### src/rtl/nco_spi_loader.sv
// SPI mode-0 slave that collects 24-bit NCO tuning words and
// strobes each accepted word into the NCO input latch.
module nco_spi_loader #(
    parameter int WORD_WIDTH   = 24,
    parameter int SYNC_STAGES  = 2,
    parameter int PULSE_CYCLES = 1
) (
    input  logic                  i_clock,
    input  logic                  i_reset_n,
    input  logic                  i_spi_sclk,
    input  logic                  i_spi_cs_n,
    input  logic                  i_spi_mosi,
    output logic                  o_spi_miso,
    output logic [WORD_WIDTH-1:0] o_word,
    output logic                  o_latch_write_enable,
    output logic                  o_frame_error,
    input  logic                  i_clear_error
);

    localparam int CW = $clog2(WORD_WIDTH + 2);
    localparam int PW = $clog2(PULSE_CYCLES + 1);
    localparam logic [CW-1:0] CNT_FULL = CW'(WORD_WIDTH);
    localparam logic [CW-1:0] CNT_SAT  = CW'(WORD_WIDTH + 1);
    localparam logic [PW-1:0] PULSE_LD = PW'(PULSE_CYCLES);

    typedef enum logic [1:0] {
        WAIT_IDLE,
        IDLE,
        RECEIVE,
        COMMIT
    } state_t;

    state_t state, state_n;

    logic [1:0] rst_q;
    logic       rst_n;

    logic [SYNC_STAGES-1:0] sclk_sync;
    logic [SYNC_STAGES-1:0] cs_sync;
    logic [SYNC_STAGES-1:0] mosi_sync;
    logic                   sclk_d;
    logic                   cs_d;

    logic sclk_s, cs_s, mosi_s;
    logic sclk_rise, sclk_fall;
    logic cs_rise, cs_fall;

    logic [CW-1:0]         bit_cnt;
    logic                  ovf;
    logic [WORD_WIDTH-1:0] rx_sr;
    logic [WORD_WIDTH-1:0] miso_sr;
    logic [PW-1:0]         pulse_cnt;

    logic start, commit, set_err, shift_in, shift_out;

    // Assert asynchronously, release on a clock edge.
    always_ff @(posedge i_clock or negedge i_reset_n) begin
        if (!i_reset_n) begin
            rst_q <= 2'b00;
        end else begin
            rst_q <= {rst_q[0], 1'b1};
        end
    end

    assign rst_n = rst_q[1];

    // CS sync resets low so a frame in flight at reset looks busy.
    always_ff @(posedge i_clock or negedge rst_n) begin
        if (!rst_n) begin
            sclk_sync <= '0;
            cs_sync   <= '0;
            mosi_sync <= '0;
            sclk_d    <= 1'b0;
            cs_d      <= 1'b0;
        end else begin
            sclk_sync <= {sclk_sync[SYNC_STAGES-2:0], i_spi_sclk};
            cs_sync   <= {cs_sync[SYNC_STAGES-2:0], i_spi_cs_n};
            mosi_sync <= {mosi_sync[SYNC_STAGES-2:0], i_spi_mosi};
            sclk_d    <= sclk_sync[SYNC_STAGES-1];
            cs_d      <= cs_sync[SYNC_STAGES-1];
        end
    end

    assign sclk_s    = sclk_sync[SYNC_STAGES-1];
    assign cs_s      = cs_sync[SYNC_STAGES-1];
    assign mosi_s    = mosi_sync[SYNC_STAGES-1];
    assign sclk_rise = sclk_s & ~sclk_d;
    assign sclk_fall = ~sclk_s & sclk_d;
    assign cs_rise   = cs_s & ~cs_d;
    assign cs_fall   = ~cs_s & cs_d;

    always_ff @(posedge i_clock or negedge rst_n) begin
        if (!rst_n) begin
            state <= WAIT_IDLE;
        end else begin
            state <= state_n;
        end
    end

    always_comb begin
        state_n   = state;
        start     = 1'b0;
        commit    = 1'b0;
        set_err   = 1'b0;
        shift_in  = 1'b0;
        shift_out = 1'b0;
        unique case (state)
            WAIT_IDLE: begin
                if (cs_s) begin
                    state_n = IDLE;
                end
            end
            IDLE: begin
                if (cs_fall) begin
                    start   = 1'b1;
                    state_n = RECEIVE;
                end
            end
            RECEIVE: begin
                shift_in  = sclk_rise & ~cs_s;
                shift_out = sclk_fall & ~cs_s;
                if (cs_rise) begin
                    if (bit_cnt == CNT_FULL && !ovf) begin
                        state_n = COMMIT;
                    end else begin
                        set_err = 1'b1;
                        state_n = IDLE;
                    end
                end
            end
            COMMIT: begin
                commit  = 1'b1;
                state_n = IDLE;
            end
            default: begin
                state_n = WAIT_IDLE;
            end
        endcase
    end

    always_ff @(posedge i_clock or negedge rst_n) begin
        if (!rst_n) begin
            bit_cnt <= '0;
            ovf     <= 1'b0;
            rx_sr   <= '0;
            miso_sr <= '0;
        end else begin
            if (start) begin
                bit_cnt <= '0;
                ovf     <= 1'b0;
                miso_sr <= o_word;
            end else begin
                if (shift_in) begin
                    rx_sr <= {rx_sr[WORD_WIDTH-2:0], mosi_s};
                    if (bit_cnt != CNT_SAT) begin
                        bit_cnt <= bit_cnt + 1'b1;
                    end
                    if (bit_cnt == CNT_FULL) begin
                        ovf <= 1'b1;
                    end
                end
                if (shift_out) begin
                    miso_sr <= {miso_sr[WORD_WIDTH-2:0], 1'b0};
                end
            end
        end
    end

    // Pulse timer is free of the FSM; a new commit reloads it.
    always_ff @(posedge i_clock or negedge rst_n) begin
        if (!rst_n) begin
            o_word    <= '0;
            pulse_cnt <= '0;
        end else begin
            if (commit) begin
                o_word    <= rx_sr;
                pulse_cnt <= PULSE_LD;
            end else if (pulse_cnt != '0) begin
                pulse_cnt <= pulse_cnt - 1'b1;
            end
        end
    end

    always_ff @(posedge i_clock or negedge rst_n) begin
        if (!rst_n) begin
            o_frame_error <= 1'b0;
        end else if (set_err) begin
            o_frame_error <= 1'b1;
        end else if (i_clear_error) begin
            o_frame_error <= 1'b0;
        end
    end

    assign o_latch_write_enable = (pulse_cnt != '0);
    assign o_spi_miso = (state == RECEIVE) & miso_sr[WORD_WIDTH-1];

endmodule
### config.mk
export PLATFORM = sky130hd
export DESIGN_NAME = nco_spi_loader
export DESIGN_NICKNAME = d
export VERILOG_FILES = /design/src/rtl/nco_spi_loader.sv
export SDC_FILE = /design/constraint.sdc
export NUM_CORES = 1
export LEC_CHECK = 0
export CAP_MARGIN = 10
export CELL_PAD_IN_SITES_DETAIL_PLACEMENT = 1
export CELL_PAD_IN_SITES_GLOBAL_PLACEMENT = 1
export CORE_MARGIN = 2
export CORE_UTILIZATION = 27
export DETAILED_ROUTE_END_ITERATION = 7
export HOLD_SLACK_MARGIN = 0.12
export PLACE_DENSITY = 0.48
export SLEW_MARGIN = 30
export SYNTH_ARGS = -nofsm -noshare
export SYNTH_HDL_FRONTEND = slang
export SYNTH_SLANG_ARGS = --single-unit
### constraint.sdc
create_clock -name i_clock -period 3.7 [get_ports i_clock]
set_input_delay 0.925 -clock i_clock [delete_from_list [all_inputs] [get_ports i_clock]]
set_output_delay 0.925 -clock i_clock [all_outputs]
set_load 0.005 [all_outputs]
==> impl_metrics.csv <==
group,metric,value,unit
outcome,outcome,"complete, no violations",
clock_network,post_cts.repair.setup_buffers,0,
layout,n_antenna_cell,0,
drt,wire_per_inst,15.9,µm
synth,post_synth_fa_ha_maj_area_fraction,2.18,%
synth,syn_inst,259,
synth,ys_top_cells_by_area,"dfrtp_1 57%, mux2_2 16%, mux2_4 13%",
setup_path,worstPathRequired,2770,ps
synth,avgSynthCellArea,15.5,µm²
setup_path,max_stage_delay,500,ps
synth,async_reset_ff_share,100,%
floorplan,dieArea,15900,µm²
clock_network,cts_resized,0,
sta,rsz0062_at_grt,"no",
layout,area_delta_synth_final,20.1,%
synth,synth_seq_area_share,57.3,%
sta,tns,0,ps
synth,yosys.area_share.simple,4.58,%
drt,ant_nets,0,
grt,grt_pass1_vias,2395,
sta,slew-limit-headroom,52.6,%
clock_network,root_buffer,"clkbuf_16",
synth,ys_warn_count,0,
placement,dpl_cell_area,4520,µm²
synth,synth_top_family_by_area,"multiplexers",
sta,fin_crit,2800,ps
floorplan,start_util,27.6,%
synth,yosysUniqueCellTypes,37,
clock_network,cts_buffer_depth,2,
layout,nFillCells,1527,
synth,ys_seq_elements,92,
sta,tightestPinTransition,711,ps
drt,route.detailed.drc,0,
setup_path,critPathTopFamily,"buffers and inverters",
synth,synth_compound_area_share,3.27,%
placement,io_buffers,32,
sta,post-route-period-util,75.6,%
setup_path,cp.arrival,1870,ps
layout,fin_nets,308,
layout,seq_area,2310,µm²
layout,multi_input_comb_area,1590,µm²
clock_network,htreeDepth,3,
floorplan,fp.coreArea,14500,µm²
synth,synth_edf_count,0,
job,maxCapViolations,0,
floorplan,fp.dieH,126,µm
clock_network,clkLatencyLatePin,340,ps
setup_path,cp-start-kind,"flop",
power,power_density,543,nW/µm²
sta,fin_skew,6.95,ps
synth,synth_area_leader_cell,"dfrtp_1",
layout,drive_above_1_share,38.7,%
floorplan,num_rows,44,
setup_path,crit_path_top_delay_cell,"clkdlybuf4s50_1",
clock_network,cts_buffers,9,
setup_path,crit_path_end_kind,"output port",
floorplan,pin_count,33,
floorplan,die_x,126,µm
grt,track_usage,10.5,%
clock_network,postCtsHoldBufs,0,
grt,overflow,0,
clock_network,cts_tree,"yes",
synth,synthMuxAreaShare,29.5,%
clock_network,cts_num_sinks,92,
synth,syn-cell-area,4020,µm²
sta,timing_hold_violations_final,0,
sta,setup_viol,0,
drt,vias,2177,
grt,grt_max_degree,55,
worst_hold_path,hold_path_class,"flop to flop",
sta,drv_slew,0,
setup_path,crit_chain,"inv_1 > ha_1 > and2_1 > clkdlybuf4s50_1",
grt,antenna_found_initial,0,
drt,vias_per_cell,4.50,
layout,fin_area,4830,µm²
setup_path,path_buf_inv,2,
grt,grt_first_pass_wirelength,13000,µm
sta,fmax,358,MHz
placement,hpwl,5100,µm
synth,synth_xor_area_share,0,%
clock_network,path_clk_slew,60,ps
placement,place.gp.congestion,0.656,
setup_path,worst-setup-path-type,"flop to output port",
drt,drt_wl_total,7700,µm
setup_path,cp_max_fo,9,
drt,firstDrtPassIters,3,
power,ir_drop,0.275,mV
power,cellLeakagePower,0.00229,µW
drt,drtIter0Drc,43,
synth,netlist.area_leader.share,57.3,%
synth,synth_nets,272,
synth,yosys_most_used_dff,"dfrtp_1",
placed cells by master, fill, tap and decap left out, drive strengths merged, types with 2 or more instances in the layout:
master,count
mux2,93
dfrtp,92
clkdlybuf4s50,32
clkbuf,12
inv,8
ha,7
nand2,6
o21ai,5
a21oi,5
buf,5
nor2,4
nand3,3
nand4b,3
or4,2
bufinv,2
nand3b,2
o31ai,2
clkinv,2
per-stage QoR:
stage | power [µW] | setup slack, ps | instances | hold WS, ps | utilization, %
2_1_floorplan | 1550 | 948 | 259 | 331 | -
3_3_place_gp | 1660 | 1310 | 468 | 332 | 31.1
3_5_place_dp | 1680 | 1240 | 468 | 336 | 31.1
4_1_cts | 2680 | 864 | 484 | 351 | 33.2
5_1_grt | 2760 | 780 | 484 | 361 | 33.2
6_report | 2620 | 903 | 484 | 351 | 33.2
layer usage:
metal | GRT usage, % | wire length [µm] | up-vias | share of wire (%)
li1 | - | - | 998 | -
met1 | 13.5 | 3600 | 1147 | 47
met2 | 16.7 | 3740 | 22 | 49
met3 | 2.04 | 170 | 10 | 2.2
met4 | 6.01 | 189 | 0 | 2.5
met5 | 0 | 0 | - | 0
cell families (layout without fill, tap and decap cells):
group                      count (synthesis)  count (layout)
AOI/OAI and AO/OA                         18              18
adders and majority gates                  7               7
buffers and inverters                     20              61
DFF                                       92              92
muxes                                     94              94
other                                      1               1
and+or+nand+nor                           27              27
Yosys cell counts (all sizes together) (2+ instances only):
cell type / n
a21oi: 5
buf: 10
clkbuf: 2
dfrtp: 92
ha: 7
inv: 8
mux2: 93
nand2: 6
nand3: 3
nand3b: 2
nand4b: 3
nor2: 4
o21ai: 5
o31ai: 2
or4: 2
area by class of cell:
cell class | count | share of cell area (%)
clock buffers | 12 | 4.90
inverters | 8 | 0.622
flip-flops and latches | 92 | 47.8
well taps | 184 | 4.77
clock inverters | 4 | 1.53
multi-input cells | 147 | 33.0
repair buffers | 37 | 7.42
flip-flops by register name, summed over array words and instances (netlist names):
name	cells
miso_sr	24
o_word	24
rx_sr	24
bit_cnt	5
cs_sync	2
mosi_sync	2
rst_q	2
sclk_sync	2
state	2
cs_d	1
o_frame_error	1
o_latch_write_enable	1
ovf	1
sclk_d	1
where the power goes:
| part | switching (µW) | internal [µW] | leakage (µW) | total (µW) |
|---|---|---|---|---|
| Combinational | 221 | 258 | 0.000895 | 479 |
| Sequential | 71.4 | 1100 | 0.00125 | 1170 |
| Clock | 377 | 593 | 0.000151 | 970 |
final timing paths:
kind                                   startpoint                     end  slack, ps  depth (start not counted)
min                        mosi_sync[0]$_DFF_PN0_  mosi_sync[1]$_DFF_PN0_        350                          0
max reg2reg                  state[1]$_DFFE_PN0P_  miso_sr[3]$_DFFE_PN0P_       1470                          6
max                          state[0]$_DFFE_PN0P_              o_spi_miso        900                          4
min reg2reg                mosi_sync[0]$_DFF_PN0_  mosi_sync[1]$_DFF_PN0_        350                          0
min in group asynchronous      rst_q[1]$_DFF_PN0_  sclk_sync[0]$_DFF_PN0_        380                          0
max in group asynchronous      rst_q[1]$_DFF_PN0_    rx_sr[4]$_DFFE_PN0P_       2560                          1
Note: power is estimated with default switching activity, not from simulation.
